[src/rtl/uart_rx.sv]
// UART receiver: 2-flop synchronized line, mid-bit sampling on tick_rx, 5..8 data bits,
// optional even/odd parity and one or two stop bits, one-clk rx_valid_o per frame.
module uart_rx #(
  parameter int SAMPLING_RATE = 16
) (
  input  logic       clk,
  input  logic       reset_n,
  input  logic       tick_rx,
  input  logic       rx_i,
  input  logic [1:0] data_bits_i,
  input  logic       parity_en_i,
  input  logic       parity_odd_i,
  input  logic       stop2_i,
  output logic [7:0] rx_data_o,
  output logic       rx_valid_o,
  output logic       parity_err_o,
  output logic       frame_err_o,
  output logic       busy_o
);

  localparam int CW = (SAMPLING_RATE > 1) ? $clog2(SAMPLING_RATE) : 1;
  localparam logic [CW-1:0] FULL_LAST = CW'(SAMPLING_RATE - 1);
  localparam logic [CW-1:0] HALF_LAST = CW'(SAMPLING_RATE / 2 - 1);

  typedef enum logic [2:0] {IDLE, START, DATA, PARITY, STOP} state_t;

  state_t          state, state_nxt;
  logic            sync1, sync2, line_prev;
  logic [CW-1:0]   tick_cnt;
  logic [2:0]      bit_cnt;
  logic            stop_cnt;
  logic [7:0]      shreg;
  logic            par_pend, fe_pend;
  logic [1:0]      data_bits_q;
  logic            parity_en_q, parity_odd_q, stop2_q;
  logic            start_go, half_hit, bit_hit, last_data, last_stop;

  // Starts are ignored during the rx_valid_o cycle so a frame always sees one idle clk first.
  assign start_go  = (state == IDLE) && line_prev && !sync2 && !rx_valid_o;
  assign half_hit  = tick_rx && (tick_cnt == HALF_LAST);
  assign bit_hit   = tick_rx && (tick_cnt == FULL_LAST);
  assign last_data = (bit_cnt == ({1'b0, data_bits_q} + 3'd4));
  assign last_stop = (state == STOP) && bit_hit && (stop_cnt || !stop2_q);

  always_ff @(posedge clk or negedge reset_n) begin
    if (!reset_n) begin
      sync1     <= 1'b1;
      sync2     <= 1'b1;
      line_prev <= 1'b1;
    end else begin
      sync1     <= rx_i;
      sync2     <= sync1;
      line_prev <= sync2;
    end
  end

  always_ff @(posedge clk or negedge reset_n) begin
    if (!reset_n) state <= IDLE;
    else          state <= state_nxt;
  end

  always_comb begin
    state_nxt = state;
    case (state)
      IDLE:    if (start_go) state_nxt = START;
      START:   if (half_hit) state_nxt = sync2 ? IDLE : DATA;
      DATA:    if (bit_hit && last_data) state_nxt = parity_en_q ? PARITY : STOP;
      PARITY:  if (bit_hit) state_nxt = STOP;
      STOP:    if (last_stop) state_nxt = IDLE;
      default: state_nxt = IDLE;
    endcase
  end

  always_comb begin
    busy_o = (state != IDLE);
  end

  // The start phase wraps at half a bit so every later sample lands mid-bit.
  always_ff @(posedge clk or negedge reset_n) begin
    if (!reset_n) begin
      tick_cnt <= '0;
    end else if (state == IDLE) begin
      tick_cnt <= '0;
    end else if (tick_rx) begin
      if (((state == START) && (tick_cnt == HALF_LAST)) || (tick_cnt == FULL_LAST))
        tick_cnt <= '0;
      else
        tick_cnt <= tick_cnt + 1'b1;
    end
  end

  always_ff @(posedge clk or negedge reset_n) begin
    if (!reset_n) begin
      data_bits_q  <= 2'b00;
      parity_en_q  <= 1'b0;
      parity_odd_q <= 1'b0;
      stop2_q      <= 1'b0;
      shreg        <= 8'h00;
      bit_cnt      <= 3'd0;
      stop_cnt     <= 1'b0;
      par_pend     <= 1'b0;
      fe_pend      <= 1'b0;
    end else if (start_go) begin
      data_bits_q  <= data_bits_i;
      parity_en_q  <= parity_en_i;
      parity_odd_q <= parity_odd_i;
      stop2_q      <= stop2_i;
      shreg        <= 8'h00;
      bit_cnt      <= 3'd0;
      stop_cnt     <= 1'b0;
      par_pend     <= 1'b0;
      fe_pend      <= 1'b0;
    end else if (bit_hit) begin
      case (state)
        DATA: begin
          shreg[bit_cnt] <= sync2;
          bit_cnt        <= bit_cnt + 3'd1;
        end
        PARITY: par_pend <= (^shreg) ^ sync2 ^ parity_odd_q;
        STOP: begin
          stop_cnt <= 1'b1;
          if (!sync2) fe_pend <= 1'b1;
        end
        default: ;
      endcase
    end
  end

  always_ff @(posedge clk or negedge reset_n) begin
    if (!reset_n) begin
      rx_valid_o   <= 1'b0;
      rx_data_o    <= 8'h00;
      parity_err_o <= 1'b0;
      frame_err_o  <= 1'b0;
    end else begin
      rx_valid_o <= last_stop;
      if (last_stop) begin
        rx_data_o    <= shreg;
        parity_err_o <= par_pend;
        frame_err_o  <= fe_pend | ~sync2;
      end
    end
  end

endmodule
[config.mk]
export PLATFORM = sky130hd
export DESIGN_NAME = uart_rx
export DESIGN_NICKNAME = d
export VERILOG_FILES = /design/src/rtl/uart_rx.sv
export SDC_FILE = /design/constraint.sdc
export NUM_CORES = 1
export LEC_CHECK = 0
export ABC_AREA = 1
export ABC_CLOCK_PERIOD_IN_PS = 1560
export CAP_MARGIN = 0
export CORE_MARGIN = 3
export CORE_UTILIZATION = 50
export DETAILED_ROUTE_END_ITERATION = 8
export PLACE_DENSITY = 0.72
export SKIP_CTS_REPAIR_TIMING = 1
export SLEW_MARGIN = 10
export SYNTH_ARGS = -nofsm -noshare
export SYNTH_HDL_FRONTEND = slang
export SYNTH_SLANG_ARGS = --single-unit
[constraint.sdc]
create_clock -name clk -period 1.56 [get_ports clk]
set_input_delay 0.156 -clock clk [delete_from_list [all_inputs] [get_ports clk]]
set_output_delay 0.156 -clock clk [all_outputs]
set_load 0.02 [all_outputs]
* Word level (Yosys, flattened, before mapping)
Index checks and enable logic that the tools add are counted.
Cells by class: add/sub/neg operators 3, order comparisons 2, equal/unequal tests 13, muxes and demuxes 30, bitwise operators 4, reduce and logical (&&, ||, !) cells 28
Operators by type and width (count):
- two-way mux 3 bit | 9
- two-way mux 8 bit | 3
- one-hot mux 3 bit (5 select lines) | 1
- two-way mux 4 bit | 3
- two-way mux 1 bit | 11
- logical AND 1 bit | 10
- != test 2 bit, second input constant | 5
- nonzero test 2 bit | 5
- bitwise mux 8 bit | 1
- XOR reduction 8 bit | 1
- == test 3 x 2 -> 1 bit, second input constant | 2
- AND reduction 2 bit | 3
- AND reduction 5 bit | 1
- adder 4 x 1 -> 4 bit, second input constant | 1
- == test 4 x 3 -> 1 bit, second input constant | 1
- == test 4 bit, second input constant | 1
- < comparator 3 x 4 -> 1 bit, second input constant | 1
- adder 2 x 3 -> 3 bit, second input constant | 1
- adder 3 x 1 -> 3 bit, second input constant | 1
- demux 1 bit (select 3 bit) | 1
- == test 3 x 1 -> 1 bit, second input constant | 1
- == test 3 bit | 1
- == test 3 bit, second input constant | 1
- greater-or-equal comparator 3 x 1 -> 1 bit, second input constant | 1
- other kinds (10) | 14
Word-level totals: register bits 40, bits of input ports 9, output and inout port bits 12, logic and storage cells 98

* Depth between registers and ports, before layout
depth in word-level cells 8, mapped depth 11, depth with buffers taken out 11

* Least setup slack after synthesis
No wires, ideal clock.
path kind register to register, start register tick_cnt[0], end register state[0], library setup time 0.125 ns, arrival 1.318 ns, required time 1.435 ns, slack 0.118 ns, stages on the path, launching flop included 10, buffers on the path 0, clock period less this slack 1.442 ns, cells stage by stage dfrtp_1 -> ha_1 -> nand2_2 -> nor2_8 -> nand2_4 -> clkinv_2 -> a21oi_1 -> nor2_2 -> nand3_1 -> nand3_1
On the way: cells in the longest elaborated chain, start to end 6, elaborated cells between the ends (all ways) 12, classes of those cells eq/ne (6); reduce/logical (6)
RTL lines:
- from (decl) | line 29 | logic [CW-1:0] tick_cnt;
- from (signal assigned) | line 88 | tick_cnt <= tick_cnt + 1'b1;
- == test 4 bit | line 41 | assign bit_hit = tick_rx && (tick_cnt == FULL_LAST);
- logical AND 1 bit | line 41
- logical AND 1 bit (2 in series) | line 43 | assign last_stop = (state == STOP) && bit_hit && (stop_cnt || !stop2_q);
- != test 2 bit (no source line)
- AND reduction 5 bit (no source line) (*)
- to (signal assigned) | line 59 | else state <= state_nxt;
- to (decl) | line 27 | state_t state, state_nxt;
Every way passes the cells marked *; elsewhere a longest branch is shown, timed or not. A chain may end at the register's enable or synchronous reset.

* Final worst setup path
start register tick_cnt[1], end register state[0]
Same word-level chain as after synthesis.

==> run_results.csv <==
group,metric,value,unit
clocking,cts-buffers-inserted,5,
grt,grt_pass1_vias,1510,
die,die_h,71.1,µm
pwr,p_int,0.00194,W
layout,regArea,0.00100,mm²
clocking,clock_sinks,40,
timing,post-route-period-util,0.944,
die,die-area,0.00506,mm²
synthesis,ys_ff_latch,40,
synthesis,seq_area_frac_synth,0.473,
worst_setup_path,critical_path_buf_inv_count,1,
worst_setup_path,critPathSlowestCell,"dfrtp_1",
drt,drt_iter0_markers,59,
timing,finalHoldViolCount,0,
pwr,powerDensity,1110,mW/mm²
synthesis,synth_warnings,0,
clocking,cts_tree,"done",
worst_setup_path,cp_top_family,"simple AND/OR/NAND/NOR gates",
grt,grt_remaining_overflow,0,
die,initial_core_util,0.523,
synthesis,netlist_area,0.00212,mm²
timing,max_freq,679,MHz
timing,clock-skew-final,2.51,ps
worst_setup_path,slowest_delay,430,ps
pwr,pwr-share-clk,0.238,
die,core_area,0.00406,mm²
timing,drv_slew,0,
layout,design_area,0.00264,mm²
layout,antennaDiodeCount,0,
synthesis,syn-instance-count,257,
drt,routed-via-count,1643,
run,drv_cap,0,
drt,vias_per_cell,4.76,
drt,routedWlPerCell,11.3,µm
layout,nets,305,
hold_path,hold_path_class,"in2reg",
timing,setup_viol,0,
worst_setup_path,timing.critical_path.cells,"ha_4 > nand2_4 > nor2_8 > nand2_4 > clkinv_2 > a21oi_4 > nor2_4 > nand3_1 > nand3_1",
die,floorplan.rows,23,
clocking,cts_htree_levels,2,
pwr,p_seq_frac,0.454,
pwr,comb_power_share,0.308,
grt,antenna_found_initial,0,
layout,drive_above_1_share,0.200,
pwr,p_sw_frac,0.339,
grt,grt_max_degree,23,
drt,wirelength,3.90,mm
timing,tightest_slew,461,ps
synthesis,synth_nets,268,
layout,syn_to_final_growth,24.2,%
grt,grt_pass1_wl,6.71,mm
drt,drc,0,
worst_setup_path,worstPathRequired,1730,ps
place,dp_hpwl,2.89,mm
status,status,"finished, final reports clean",
pwr,p_sw,0.000995,W
drt,ant_nets,0,
timing,rsz0062_at_grt,"yes",
grt,grt_usage,0.169,
pwr,ir_drop,0.000612,V
clocking,cts_buffer_depth,2,
timing,timing.hold.ws,277,ps
pwr,leakage,1.32,nW
die,die_w,71.1,µm
layout,multiInputGateArea,0.00101,mm²
timing,fin_crit,1470,ps
place,gp_congestion,0.841,
clocking,cts_root_buf,"clkbuf_8",
place,io_buffers,20,
synthesis,post_synth_num_cell_types,31,
worst_setup_path,cp-end-kind,"register",
layout,fillers,333,
timing,max_slew_margin,0.692,
die,top_level_ports,21,
drt,dr.pass1.iters,4,
worst_setup_path,start_kind,"register",
worst_setup_path,crit_fanout,5,
place,place_area,0.00248,mm²
clocking,clkSlewWorstSetupHoldPaths,70,ps
clocking,insertion_delay,290,ps
synthesis,synth.avg_cell_area,8.26,µm²
worst_setup_path,path_class,"reg2reg",
worst_setup_path,critPathArrivalTime,1640,ps
-- metrics by stage --
stage | utilization | instances | total power, W | setup slack, ps | setup TNS (ps)
after CTS | 0.634 | 344 | 0.00290 | -240 | -240
after global routing | 0.649 | 345 | 0.00314 | -1.65 | -1.65
after global placement | 0.611 | 336 | 0.00216 | -19.9 | -44.2
after detailed placement | 0.611 | 336 | 0.00218 | -37.3 | -157
after floorplan | - | 257 | 0.00189 | 118 | 0
final | 0.649 | 345 | 0.00293 | 87.3 | 0
-- area by class of cell --
cell class                 count  share of cell area
timing repair buffer          35               0.128
tap                           50              0.0237
sequential                    40               0.381
clock buffer                   6              0.0313
inverter                      31              0.0475
clock inverter                 2             0.00380
multi-input combinational    181               0.384
-- power groups by stage --
stage	combinational [W]	clock [W]	sequential (W)
after global routing	0.00103	0.000766	0.00135
final	0.000903	0.000700	0.00133
after global placement	0.000827	0	0.00133
after CTS	0.000852	0.000730	0.00132
after detailed placement	0.000846	0	0.00134
after floorplan	0.000546	0	0.00134
-- flip-flops by register name, summed over array words and instances (netlist names), 2 cells and up --
register and cells:
data_bits_q 2, tick_cnt 4, state 3, bit_cnt 3
rx_data_o 8, shreg 8
-- cell families (layout without fill, tap and decap cells) --
| family | Yosys count | in the layout | share of synthesized area |
|---|---|---|---|
| AND/OR/NAND/NOR | 139 | 139 | 0.323 |
| flip-flops | 40 | 40 | 0.473 |
| buffers and inverters | 36 | 74 | 0.0737 |
| AO/OA/AOI/OAI | 34 | 34 | 0.0932 |
| XOR/XNOR | 5 | 5 | 0.0206 |
| adder cells (fa/ha/maj) | 2 | 2 | 0.0118 |
| multiplexers | 1 | 1 | 0.00472 |
-- layout by cell type, fill, tap and decap left out, drive strengths merged --
cell type	synthesis	final
nor2	23	23
dfrtp	37	37
nand3	20	20
o21bai	1	1
nor3	8	8
o21ai	16	16
o21a	8	8
dfstp	3	3
dlygate4sd3	0	1
xor2	3	3
o22ai	1	1
mux2i	1	1
clkinv	2	4
nand2	88	88
xnor2	2	2
inv	29	29
dlymetal6s2s	0	1
a21oi	8	8
clkbuf	0	6
ha	2	2
buf	5	15
clkdlybuf4s50	0	18
-- worst register-to-register path, delay by kind of cell, from the launching register on --
kind | cells | cell delay, ps
compound gates | 1 | 180
fa+ha+maj | 1 | 190
simple gates | 6 | 440
flops | 1 | 430
buf+inv | 1 | 130
-- Yosys cell counts (all sizes together) --
cell,count,share of area
mux2i,1,0.0047
ha,2,0.012
nor2,23,0.067
dfrtp,37,0.44
nor3,8,0.031
o21bai,1,0.0053
xnor2,2,0.0083
clkinv,2,0.0065
o22ai,1,0.0029
nand2,88,0.17
dfstp,3,0.037
o21ai,16,0.038
buf,5,0.015
o21a,8,0.028
a21oi,8,0.019
inv,29,0.052
xor2,3,0.012
nand3,20,0.058
-- layer usage --
metal	share of wire	track usage	up-vias
met2	0.46	0.253	25
li1	-	-	884
met5	0	0	-
met3	0.034	0.0426	2
met4	0.0092	0.0626	0
met1	0.50	0.237	732
-- final timing paths --
check	start	end	slack (ps)	cells after the start
min reg2reg	sync1	sync2	360	0
min	rx_i	sync1	280	1
max reg2reg	tick_cnt[1]	state[0]	90	9
min in group asynchronous	reset_n	tick_cnt[3]	340	2
max	tick_cnt[1]	state[0]	90	9
max in group asynchronous	reset_n	sync2	670	3
(Power assumes the default switching activity.)
